<file path="src/rtl/sm_clkdiv_sched.sv">
// -----------------------------------------------------------------------------
// sm_clkdiv_sched
//
// Per-state-machine clock-enable scheduler for the PIO block. Each state
// machine owns an independent fractional divider. The divider emits one
// registered execute-enable pulse per period of INT + FRAC/256 cycles. INT = 0
// selects a divisor of 65536. Each SM executes an instruction only in cycles
// where its clk_en bit is high.
//
// Ports
//   clk             system clock; all state updates on the rising edge
//   rst             asynchronous, active-high reset
//   sm_enable       per-SM run enable (level); low freezes that SM's divider
//   clkdiv_restart  per-SM one-cycle pulse that clears the divider phase
//   clkdiv_flat     SMn_CLKDIV packed at [32n+31:32n]:
//                   INT in [31:16], FRAC in [15:8], [7:0] unused
//   clk_en          registered execute-enable pulse per SM
// -----------------------------------------------------------------------------
module sm_clkdiv_sched #(
    parameter int NUM_SM = 4,
    parameter int INT_W  = 16,
    parameter int FRAC_W = 8
) (
    input  logic                 clk,
    input  logic                 rst,
    input  logic [NUM_SM-1:0]    sm_enable,
    input  logic [NUM_SM-1:0]    clkdiv_restart,
    input  logic [32*NUM_SM-1:0] clkdiv_flat,
    output logic [NUM_SM-1:0]    clk_en
);

    genvar i;
    generate
        for (i = 0; i < NUM_SM; i++) begin : g_sm
            logic [INT_W-1:0]  div_int;
            logic [FRAC_W-1:0] div_frac;
            logic [INT_W-1:0]  cnt;        // enabled cycles left before the next pulse
            logic [FRAC_W-1:0] acc;        // fractional phase carried between periods
            logic [INT_W-1:0]  cnt_reload;
            logic [FRAC_W-1:0] acc_reload;
            logic [FRAC_W:0]   frac_sum;
            logic              en_q;
            logic              unused_low_bits;

            assign div_int         = clkdiv_flat[32*i+16 +: INT_W];
            assign div_frac        = clkdiv_flat[32*i+16-FRAC_W +: FRAC_W];
            assign unused_low_bits = ^clkdiv_flat[32*i +: 16-FRAC_W];

            // Reload values for the period that starts at this pulse. The
            // fractional carry stretches the gap by one cycle; since
            // INT >= 1 here, INT - 1 + carry cannot overflow INT_W bits.
            // NOTE: every variable gets a value on every path through an
            // always_comb block; any path that leaves one unassigned infers
            // a latch.
            always_comb begin
                frac_sum   = {1'b0, acc} + {1'b0, div_frac};
                cnt_reload = div_int - INT_W'(1) + INT_W'(frac_sum[FRAC_W]);
                acc_reload = frac_sum[FRAC_W-1:0];
                if (div_int == '0) begin
                    // Divisor of 2^INT_W. The count wraps to all-ones and
                    // FRAC is ignored, so the phase holds.
                    cnt_reload = '1;
                    acc_reload = acc;
                end
            end

            // NOTE: state is updated with non-blocking assignments so every
            // register samples pre-edge values; blocking assignments here
            // would make the result depend on statement order.
            always_ff @(posedge clk or posedge rst) begin
                if (rst) begin
                    en_q <= 1'b0;
                    cnt  <= '0;
                    acc  <= '0;
                end else if (clkdiv_restart[i]) begin
                    // Restart overrides the enable. The next enabled edge
                    // pulses because cnt is 0.
                    en_q <= 1'b0;
                    cnt  <= '0;
                    acc  <= '0;
                end else if (!sm_enable[i]) begin
                    // Frozen. The remaining gap is preserved for re-enable.
                    en_q <= 1'b0;
                end else if (cnt != '0) begin
                    en_q <= 1'b0;
                    cnt  <= cnt - INT_W'(1);
                end else begin
                    en_q <= 1'b1;
                    cnt  <= cnt_reload;
                    acc  <= acc_reload;
                end
            end

            assign clk_en[i] = en_q;
        end
    endgenerate

endmodule

</file>
<file path="config.mk">
export PLATFORM = sky130hd
export DESIGN_NAME = sm_clkdiv_sched
export DESIGN_NICKNAME = d
export VERILOG_FILES = /design/src/rtl/sm_clkdiv_sched.sv
export SDC_FILE = /design/constraint.sdc
export NUM_CORES = 1
export LEC_CHECK = 0
export ABC_AREA = 1
export ABC_CLOCK_PERIOD_IN_PS = 5100
export BUFFER_PORTS_ARGS = -buffer_cell sky130_fd_sc_hd__buf_2
export CAP_MARGIN = 20
export CORE_UTILIZATION = 45
export CTS_CLUSTER_SIZE = 14
export DETAILED_ROUTE_END_ITERATION = 7
export PLACE_DENSITY = 0.73
export SLEW_MARGIN = 10
export SYNTH_ARGS = -nofsm -noshare
export SYNTH_HDL_FRONTEND = slang
export SYNTH_SLANG_ARGS = --single-unit
</file>
<file path="constraint.sdc">
create_clock -name clk -period 5.1 [get_ports clk]
set_clock_uncertainty 0.05 [all_clocks]
set_input_delay 0 -clock clk [delete_from_list [all_inputs] [get_ports clk]]
set_output_delay 0 -clock clk [all_outputs]
set_load 0.02 [all_outputs]
</file>
== After elaboration in Yosys (flattened, before gate mapping) ==
Cells that the tools add are included.
W data, S select, Z words.
Word-level totals
  register bits after elaboration: 100
  input port bits: 138
Operators by class
  add/subtract/negate cells: 16
  equality and inequality tests: 8
  multiplexer cells: 44
  reduce and logical (&&, ||, !) cells: 16
Operator list (count)
  $mux W16: 16
  $mux W8: 16
  $sub A16 B1 Y16 const B: 8
  $add A16 B1 Y16: 4
  $logic_not A16 Y1: 4
  $reduce_bool A16 Y1: 4
  $add A8 B8 Y9: 4
  $ne A2 B2 Y1 const B: 8
  $mux W1: 12
  $reduce_and A3 Y1: 4
  $reduce_bool A2 Y1: 4

== Logic depth before layout (Yosys ltp) ==
Gate-level depths: netlist (run 1).
  depth in word-level cells: 6
  gate-level depth with buffers: 19
  depth with buffers taken out: 19

== Worst setup path before layout (run 1) ==
No wires, ideal clock.
  path type: reg2reg
  from: register g_sm[3].acc[0]
  to: register g_sm[3].cnt[8]
  data arrival time: 2287 ps
  setup slack: 2630 ps
  cell stages (with the launch flop): 18
  buffers on the path: 0
  period minus slack after synthesis: 2470 ps
  cell sequence: dfrtp_1 -> ha_1 -> inv_1 -> fa_1 -> inv_1 -> nand4_1 -> o211ai_1 -> nand2_1 -> nand2_1 -> a21oi_1 -> ha_1 -> ha_1 -> nand2_1 -> nor2_1 -> a21oi_1 -> nand2_1 -> nand3_1 -> o21ai_0
On the way
  cells in the longest elaborated chain, start to end: 6
RTL lines
  start, declared: RTL line 38  | logic [FRAC_W-1:0] acc;
  start signal, assigned: RTL line 90  | acc <= acc_reload;
  $add A8 B8 Y9: RTL line 56  | frac_sum = {1'b0, acc} + {1'b0, div_frac};
  $add A16 B1 Y16: RTL line 57  | cnt_reload = div_int - INT_W'(1) + INT_W'(frac_sum[FRAC_W]);
  $mux W16: RTL line 59  | if (div_int == '0) begin
  $mux W16: RTL line 84  | end else if (cnt != '0) begin
  $mux W16: RTL line 81  | end else if (!sm_enable[i]) begin
  $mux W16: RTL line 75  | end else if (clkdiv_restart[i]) begin
  end signal, assigned: RTL line 86  | cnt <= cnt - INT_W'(1);
  end signal, assigned: RTL line 89  | cnt <= cnt_reload;
  end, declared: RTL line 37  | logic [INT_W-1:0] cnt;
Every way passes these cells. The select of a mux whose other input is x is not followed.
A chain may end at the register's enable or synchronous reset.

== Worst setup path after layout (run 1) ==
  from: register g_sm[1].acc[3]
  to: register g_sm[1].cnt[13]
On the way
  cells in the longest elaborated chain, start to end: 6
RTL lines (RTL line)
  start, declared: 38
  start signal, assigned: 90
  $add A8 B8 Y9: 56
  $add A16 B1 Y16: 57
  $mux W16: 59
  $mux W16: 84
  $mux W16: 81
  $mux W16: 75
  end signal, assigned: 86
  end signal, assigned: 89
  end, declared: 37
Every way passes these cells. The select of a mux whose other input is x is not followed.

==> results of run 1 <==
==> critical path, stage by stage (launching register included) <==
cell and delay [ps]:
dfrtp_1 390, ha_1 360, a21o_1 230, nand2_1 60, nand3_1 100, nand2_1 90
nand2_1 50, a21oi_1 220, ha_1 240, nand3_1 120, nor2_1 300, nand3_1 110
nand2_1 80, nand3_1 80, nand2_1 90, nand2_1 40, dlygate4sd3_1 550
==> state kept, by name, summed over array words and instances (netlist names) <==
signal / flops
g_sm.acc: 32
g_sm.cnt: 64
g_sm.en_q: 4
==> metrics by stage <==
step | setup slack (ps) | instance area [µm²] | hold slack, ps | power [mW]
global placement | 2230 | 10000 | 75.5 | 4.39
CTS | 1810 | 10700 | 1.06 | 5.23
global route | 1460 | 10700 | 30.3 | 5.80
floorplan | 2430 | 9250 | 104 | 3.85
detailed placement | 2170 | 10000 | 81.1 | 4.46
finish | 1840 | 10700 | 3.68 | 5.23
==> power breakdown <==
part           internal (mW)  switching [mW]  total (mW)
registers               1.08           0.289        1.37
clock network          0.383           0.329       0.713
logic                   1.16            1.99        3.15
total                   2.63            2.60        5.23
==> kinds of logic after synthesis <==
| logic type | synth area share [%] |
|---|---|
| xor+xnor | 4.07 |
| simple gates | 44.8 |
| fa+ha+maj | 7.36 |
| flops | 27.0 |
| compound gates | 8.17 |
| buf+inv | 8.53 |
==> final cells by class <==
type                       instances  share of cell area (%)
multi-input combinational       1164                    55.8
sequential                       100                    23.4
timing repair buffer             148                    8.71
inverter                         173                    6.11
tap                              270                    3.16
clock buffer                       9                    2.11
clock inverter                     7                   0.691
==> worst max-delay path by stage <==
stage                    from               to  slack (ps)  cells past startpoint
4_1_cts        g_sm[1].acc[3]  g_sm[1].cnt[13]        1810                     16
5_1_grt        g_sm[1].acc[3]  g_sm[1].cnt[13]        1460                     16
3_3_place_gp   g_sm[2].acc[0]   g_sm[2].cnt[6]        2230                     17
6_report       g_sm[1].acc[3]  g_sm[1].cnt[13]        1840                     16
2_1_floorplan             rst   g_sm[0].acc[0]        2430                      1
3_5_place_dp   g_sm[1].acc[3]  g_sm[1].cnt[10]        2170                     15
==> cell usage after synthesis <==
cell / count / share of area (%)
nand3_2: 12 / 1.3
o21ai_2: 5 / 0.47
nand4_2: 2 / 0.27
o21ai_0: 41 / 2.2
o22ai_1: 7 / 0.47
clkbuf_1: 2 / 0.081
fa_1: 4 / 0.87
nand2_4: 2 / 0.24
nand3_4: 1 / 0.19
a21oi_1: 44 / 2.4
a21o_1: 1 / 0.081
inv_2: 4 / 0.16
clkinv_2: 1 / 0.054
buf_6: 5 / 0.61
nand4_1: 21 / 1.4
o211ai_1: 5 / 0.41
nor3b_1: 1 / 0.081
nor2_2: 34 / 2.3
dfrtp_1: 100 / 27
o21a_1: 3 / 0.24
xnor2_1: 23 / 2.2
nand3b_1: 13 / 1.1
nand3_1: 162 / 8.8
buf_4: 4 / 0.32
o21ai_1: 32 / 1.7
nor2_1: 186 / 7.5
nor3_1: 14 / 0.76
a21boi_0: 1 / 0.081
nor2_8: 1 / 0.22
nand2_1: 453 / 18
or2_2: 8 / 0.54
xor2_1: 20 / 1.9
o21bai_1: 1 / 0.081
nor2_4: 9 / 1.1
or2_1: 1 / 0.068
nand2_2: 8 / 0.54
ha_1: 48 / 6.5
inv_1: 168 / 6.8
buf_2: 9 / 0.49
and2_1: 1 / 0.068
==> per-layer routing <==
layer | vias to the layer above | track usage [%] | part of all wire [%]
met3 | 23 | 1.94 | 3.7
met5 | - | 0 | 0
met1 | 4246 | 31.4 | 48
met2 | 236 | 37.5 | 47
met4 | 0 | 7.21 | 1.7
li1 | 4963 | - | -
==> what timing repair did <==
item,in CTS,in global routing
endpoints found under the setup margin,0,0
hold endpoints to repair,89,0
hold buffers,37,0
==> out/qor.yml, run 1 <==
drive_above_1_share_pct: 13.4
cts-resized-gates: 0
ys_seq_area_share_pct: 27.0
ant_nets: 0
synthCells: 1457
cts.sinks: 100
yosysUniqueCellTypes: 40
postSynthAreaPerCell_um2: 6.35
cp_max_fo: 7
io_buffers: 109
min_path_type: "in -> reg"
p_leak_nw: 5.55
clock_latency_ps: 370
dr.pass1.iters: 7
powerDensity_mw_per_mm2: 490
outcome: "finished clean"
crit_arrival_ps: 3460
drc: 0
cts_tree: "done"
r2r_end: "g_sm[1].cnt[13]"
syn-cell-area_mm2: 0.00925
grt_pass1_wl_mm: 40.1
antenna_cells: 0
multi_input_area_mm2: 0.00596
clockRootBuffer: "clkbuf_16"
layout_commonest_cell: "nand2_1"
peakVddDrop_mv: 0.184
io_pins: 142
grt.total_usage_pct: 22.7
die_area_mm2: 0.0211
required_ps: 5300
initial_core_util_pct: 45.9
final_cell_count_no_fill: 1871
antenna_found_initial: 0
end_kind: "flip-flop"
rr_worst_depth: 16
layout_common_cells: "nand2_1 (453), nor2_1 (186), inv_1 (167)"
wl_per_cell_um: 12.4
clk_path_buf_depth: 2
cts_buffers: 9
htreeDepth: 3
rsz0062_at_grt: "no"
utilization_pct: 53.0
hold_path_end: "g_sm[1].cnt[11]"
gp_congestion: 0.919
max-slew-margin-rel_pct: 37.0
cap_viol_max_count: 0
fmaxAchievable_mhz: 306
reg2reg_slack_ps: 1840
setup_viol: 0
vias: 9468
finalCritPeriodShare_pct: 64.0
synth_warnings: 0
min_from: "clkdiv_flat[59]"
dpl.hpwl_mm: 17.7
grt_max_degree: 54
ys_seq_elements: 100
syn-num-nets: 1647
overflow: 0
drt_iter0_drc: 744
num-fill-cells: 2022
slew_violations: 0
vias_per_cell: 5.06
reg2reg_from: "g_sm[1].acc[3]"
placementRows: 52
hold_violations: 0
final.setup.tns_ps: 0
cp-start-kind: "flip-flop"
die_w_um: 145
hold_depth: 5
core_mm2: 0.0202
fp.dieH_um: 145
fin_nets: 1786
worst_pin_slew_ps: 942
period_minus_slack_ps: 3260
post_cts_buffers: 0
grt_pass1_vias: 8859
dp_cells: 1818
routed_wl_mm: 23.2
clk_pin_slew_ps: 80
register_area_mm2: 0.00250
area_growth_pct: 15.5
crit_type: "reg -> reg"
(Power assumes the default switching activity.)
==> run 2: changes to the inputs <==
ABC_CLOCK_PERIOD_IN_PS = 2800   (was 5100)
PLACE_DENSITY = 0.75   (was 0.73)
clock period = 2.8 ns   (was 5.1 ns; I/O delays follow)
==> run 2 against run 1 <==
Compared with the run above: worst setup slack got worse by 1700 ps; highest routed layer unchanged; critical path depth rose by 1; die area did not move; combinational power rose by 88%; sequential power rose by 82%; critical endpoint is now g_sm[0].cnt[7].
==> out/qor.yml, run 2 (synthesized netlist as in run 1, its figures left out) <==
final.setup.tns_ps: 0  # unchanged
cp-start-kind: "flip-flop"
gp_congestion: 0.938  # +2.1%
cts_tree: "done"
setup_ws_ps: 124  # -1710 ps
dpl.hpwl_mm: 17.8  # +0.66%
die_w_um: 145  # unchanged
fp.dieH_um: 145  # unchanged
required_ps: 2970  # -2330 ps
placementRows: 52  # unchanged
clock_latency_ps: 350  # -20 ps
grt_max_degree: 56  # +3.7%
top_regs: "g_sm.cnt (64), g_sm.acc (32), g_sm.en_q (4)"
total_power_mw: 9.69  # +85%
dp_cells: 1830  # +0.66%
fin_nets: 1791  # +0.28%
largest_reg_flops: 64  # unchanged
overflow: 0  # unchanged
initial_core_util_pct: 45.9  # unchanged
grt_pass1_vias: 8797  # -0.70%
vias: 9546  # +0.82%
place_ws_ps: 11.1  # -2160 ps
final_cell_count_no_fill: 1876  # +0.27%
powerDensity_mw_per_mm2: 885  # +81%
drc: 0  # unchanged
register_area_mm2: 0.00250  # unchanged
finalCritPeriodShare_pct: 95.6  # +32 points
drt_iter0_drc: 709  # -4.7%
clk_path_buf_depth: 2  # unchanged
grt.total_usage_pct: 22.6  # -0.082 points
cp_max_fo: 6  # -1
multi_input_area_mm2: 0.00622  # +4.3%
dr.pass1.iters: 6  # -1
cts_buffers: 9  # unchanged
end_kind: "flip-flop"
grt_pass1_wl_mm: 40.0  # -0.20%
layout_commonest_cell: "nand2_1"
antenna_cells: 0  # unchanged
crit_arrival_ps: 2850  # -610 ps
outcome: "finished clean"
worst_pin_slew_ps: 689  # -253 ps
setup_viol: 0  # unchanged
slew_violations: 0  # unchanged
period_minus_slack_ps: 2680  # -589 ps
die_area_mm2: 0.0211  # unchanged
clk_pin_slew_ps: 70  # about the same
area_growth_pct: 18.4
regMostFlops: "g_sm.cnt"
io_buffers: 109  # unchanged
vias_per_cell: 5.09  # +0.56%
crit_type: "reg -> reg"
num-fill-cells: 1973  # -2.4%
antenna_found_initial: 0  # unchanged
peakVddDrop_mv: 0.383  # +110%
clockRootBuffer: "clkbuf_16"
p_leak_nw: 5.59  # +0.76%
routed_wl_mm: 23.9  # +3.0%
fmaxAchievable_mhz: 374  # +22%
ant_nets: 0  # unchanged
htreeDepth: 3  # unchanged
layout_common_cells: "nand2_1 (446), nor2_1 (175), inv_1 (164)"
wl_per_cell_um: 12.7  # +2.8%
rsz0062_at_grt: "yes"
cap_viol_max_count: 0  # unchanged
io_pins: 142  # unchanged
min_path_type: "in -> reg"
core_mm2: 0.0202  # unchanged
drive_above_1_share_pct: 17.6  # +4.1 points
cts.sinks: 100  # unchanged
hold_violations: 0  # unchanged
max-slew-margin-rel_pct: 54.0  # +17 points
==> run 2: cell types whose count changed in the layout (fill, tap and decap cells not counted), moves of 7 or more <==
| cell | change |
|---|---|
| dlygate4sd3_1 | -12 |
| nand3_1 | -8 |
| buf_4 | +15 |
| nor2_4 | +7 |
| nand2_1 | -7 |
| nand3_2 | +8 |
| nor2_1 | -11 |
| ha_1 | -13 |
| ha_2 | +7 |
==> run 2: path summary, 6_finish.rpt <==
check / startpoint / endpoint / slack (ps) / depth (start not counted)
worst max-delay path: g_sm[0].acc[0] / g_sm[0].cnt[7] / 120 / 17
worst min-delay path: clkdiv_flat[62] / g_sm[1].cnt[14] / 10 / 5
worst max register to register: g_sm[0].acc[0] / g_sm[0].cnt[7] / 120 / 17
worst min register to register: g_sm[3].acc[4] / g_sm[3].acc[4] / 420 / 2
max in group asynchronous: rst / g_sm[0].acc[1] / 1750 / 4
min in group asynchronous: rst / g_sm[3].cnt[15] / 230 / 3
==> run 2: timing repair <==
| item | in CTS | in global routing |
|---|---|---|
| hold endpoints to repair | 78 | 0 |
| endpoints found under the setup margin | 1 | 43 |
| hold buffers | 25 | 0 |
| resized for setup | 1 | 66 |
| pin swaps | 0 | 36 |
| buffers inserted | 0 | 5 |
| gates cloned | 0 | 0 |
==> run 2: metal layers <==
| layer | vias up | share of wire, % | GRT usage, % |
|---|---|---|---|
| li1 | 4967 | - | - |
| met5 | - | 0 | 0 |
| met3 | 36 | 4.4 | 2.76 |
| met4 | 0 | 1.6 | 6.32 |
| met1 | 4300 | 46 | 30.1 |
| met2 | 243 | 48 | 38.5 |
==> run 2: per-stage QoR <==
stage          util [%]  hold slack [ps]  cell area [µm²]
2_1_floorplan         -              104             9250
3_3_place_gp       50.2             71.8            10100
3_5_place_dp       50.2             75.8            10100
4_1_cts            52.9            0.516            10700
5_1_grt            54.3             15.0            11000
6_report           54.3             12.1            11000
==> run 2: area by class of cell <==
cell class | count | area share [%]
clock buffers | 10 | 2.09
well taps | 270 | 3.08
clock inverters | 6 | 0.594
inverters | 173 | 5.96
flip-flops and latches | 100 | 22.8
repair buffers | 153 | 8.71
multi-input cells | 1164 | 56.7
==> run 2: report_power, final <==
group | switching, mW | internal (mW) | total (mW)
combinational | 3.72 | 2.20 | 5.92
sequential | 0.520 | 1.97 | 2.49
clock | 0.585 | 0.693 | 1.28
total | 4.83 | 4.87 | 9.69
==> run 2: critical path, stage by stage (launching register included) <==
cell	delay, ps
dfrtp_1	390
ha_2	200
inv_2	60
fa_2	180
inv_2	40
nand4_1	70
o211ai_1	130
nand2_1	120
nand2_1	70
a21oi_2	170
ha_2	260
nand2_2	110
nor2_4	170
buf_4	140
xnor2_1	120
nand2_1	110
nand3_1	100
o21ai_1	60
==> run 3: changes to the inputs <==
PLACE_DENSITY = 0.79   (was 0.75)
==> run 3 against run 2 <==
Compared with the run above: the run now ends with negative hold slack left; clock power about the same; maximum frequency down 0.55%; critical path depth unchanged; sequential power about the same; die area unchanged; global-route usage up 0.062 points; non-clock buffer count up 2; worst setup slack worse by 15 ps; register-to-register slack about the same; first-iteration DRC count down 12%; power up 0.45%; critical path type unchanged; critical endpoint is now g_sm[1].cnt[15]; largest cell class unchanged; largest power group unchanged; highest routed layer unchanged.
==> out/qor.yml, run 3 (synthesized netlist as in run 1, its figures left out) <==
dpl.hpwl_mm: 17.8  # +0.21%
drt_iter0_drc: 627  # -12%
clk_pin_slew_ps: 70  # about the same
dr.pass1.iters: 5  # -1
placed_area_mm2: 0.0101  # -0.15%
routed_wl_mm: 23.7  # -0.75%
io_buffers: 109  # unchanged
setup_viol: 0  # unchanged
core_mm2: 0.0202  # unchanged
hold_ws_ps: -0.196  # -12.3 ps
place_ws_ps: -48.6  # -59.7 ps
vias_per_cell: 5.15  # +1.2%
cts.sinks: 100  # unchanged
antenna_found_initial: 0  # unchanged
regMostFlops: "g_sm.cnt"
top_regs: "g_sm.cnt (64), g_sm.acc (32), g_sm.en_q (4)"
clockRootBuffer: "clkbuf_16"
area_growth_pct: 18.3
finalCritPeriodShare_pct: 96.1  # +0.53 points
wl_per_cell_um: 12.6  # -0.86%
die_w_um: 145  # unchanged
layout_common_cells: "nand2_1 (448), nor2_1 (176), inv_1 (165)"
io_pins: 142  # unchanged
critPathBufInv: 2  # -1
initial_core_util_pct: 45.9  # unchanged
grt.total_usage_pct: 22.6  # +0.062 points
final_cell_count_no_fill: 1878  # +0.11%
violations: "negative hold slack"
clk_path_buf_depth: 2  # unchanged
max-slew-margin-rel_pct: 56.4  # +2.4 points
cp_max_fo: 3  # -3
cp_slowest_cell: "dfrtp_1"
slew_violations: 0  # unchanged
grt_pass1_vias: 9173  # +4.3%
peakVddDrop_mv: 0.368  # -3.9%
die_area_mm2: 0.0211  # unchanged
crit_arrival_ps: 2880  # +30 ps
period_minus_slack_ps: 2690  # +14.9 ps
overflow: 0  # unchanged
cap_viol_max_count: 0  # unchanged
drc: 0  # unchanged
cp_cell_sequence: "ha_2 > inv_1 > fa_2 > inv_1 > nand4_1 > nand3_2 > nand2_1 > nand2_1 > a21oi_2 > ha_2 > nand2_1 > nor2_1 > nand2_1 > nand2_1 > nand3_1 > nand2_1 > o21ai_0"
ant_nets: 0  # unchanged
worst_pin_slew_ps: 652  # -37.3 ps
num-fill-cells: 1984  # +0.56%
drive_above_1_share_pct: 17.0  # -0.58 points
fp.dieH_um: 145  # unchanged
grt_pass1_wl_mm: 40.4  # +0.89%
largest_reg_flops: 64  # unchanged
p_leak_nw: 5.59  # about the same
grt_max_degree: 58  # +3.6%
cts_buffers: 9  # unchanged
antenna_cells: 0  # unchanged
vias: 9674  # +1.3%
crit_path_frequent_cell: "nand2_1"
stdcell_area_mm2: 0.0109  # -0.11%
powerDensity_mw_per_mm2: 890  # +0.56%
utilization_pct: 54.3  # -0.062 points
total_power_mw: 9.74  # +0.45%
max_stage_delay_ps: 380  # about the same
layout_commonest_cell: "nand2_1"
htreeDepth: 3  # unchanged
hold_violations: 1  # +1
clock_latency_ps: 360  # about the same
required_ps: 2990  # +20 ps
gp_congestion: 0.949  # +1.2%
critPathTopFamily: "simple AND/OR/NAND/NOR gates"
final.setup.tns_ps: 0  # unchanged
placementRows: 52  # unchanged
dp_cells: 1828  # -0.11%
rsz0062_at_grt: "yes"
crit_type: "reg -> reg"
cp-start-kind: "flip-flop"
min_path_type: "in -> reg"
fin_nets: 1793  # +0.11%
outcome: "finished with violations"
cts_tree: "done"
end_kind: "flip-flop"
fmaxAchievable_mhz: 372  # -0.55%
setup_ws_ps: 109  # -14.9 ps
-- run 3: report_power, final --
part | internal, mW | total (mW) | switching [mW] | leakage, nW
clock | 0.740 | 1.31 | 0.566 | 0.149
combinational | 2.21 | 5.94 | 3.74 | 4.10
sequential | 1.97 | 2.49 | 0.515 | 1.34
total | 4.92 | 9.74 | 4.82 | 5.59
-- run 3: timing repair --
item | CTS | global route
buffers inserted | 0 | 7
setup endpoints to repair | 3 | 40
cloned | 0 | 0
resized for setup | 2 | 54
pin swaps | 0 | 20
hold endpoints to repair | 78 | 0
hold buffers | 27 | 0
-- run 3: area by class of cell --
cell class / instances / area, µm² / area share, %
Clock buffer: 12 / 256 / 2.34
Clock inverter: 4 / 47.5 / 0.434
Inverter: 173 / 653 / 5.97
Multi-Input combinational cell: 1164 / 6180 / 56.4
Sequential cell: 100 / 2500 / 22.9
Tap cell: 270 / 338 / 3.09
Timing Repair Buffer: 155 / 971 / 8.87
-- run 3: worst reg2reg max path: stages, from the launching register on --
cell	delay, ps
dfrtp_1	380
ha_2	180
inv_1	70
fa_2	200
inv_1	70
nand4_1	110
nand3_2	90
nand2_1	80
nand2_1	70
a21oi_2	210
ha_2	280
nand2_1	110
nor2_1	250
nand2_1	80
nand2_1	60
nand3_1	120
nand2_1	100
o21ai_0	70
-- run 3: worst paths after layout --
check                                  end  depth (start not counted)  slack, ps            start
setup / recovery           g_sm[1].cnt[15]                         17        110   g_sm[1].acc[0]
hold / removal             g_sm[2].cnt[15]                          5       -0.2  clkdiv_flat[95]
setup reg to reg           g_sm[1].cnt[15]                         17        110   g_sm[1].acc[0]
hold reg to reg             g_sm[3].acc[2]                          2        430   g_sm[3].acc[2]
max in group asynchronous   g_sm[0].cnt[5]                          4       1780              rst
min in group asynchronous  g_sm[3].cnt[15]                          3        200              rst
-- run 3: per-layer routing --
metal	GRT usage [%]	vias to the layer above	share of wire, %
li1	-	4978	-
met4	7.11	0	1.6
met5	0	-	0
met1	29.7	4407	46
met2	39.4	254	49
met3	2.04	35	4.1
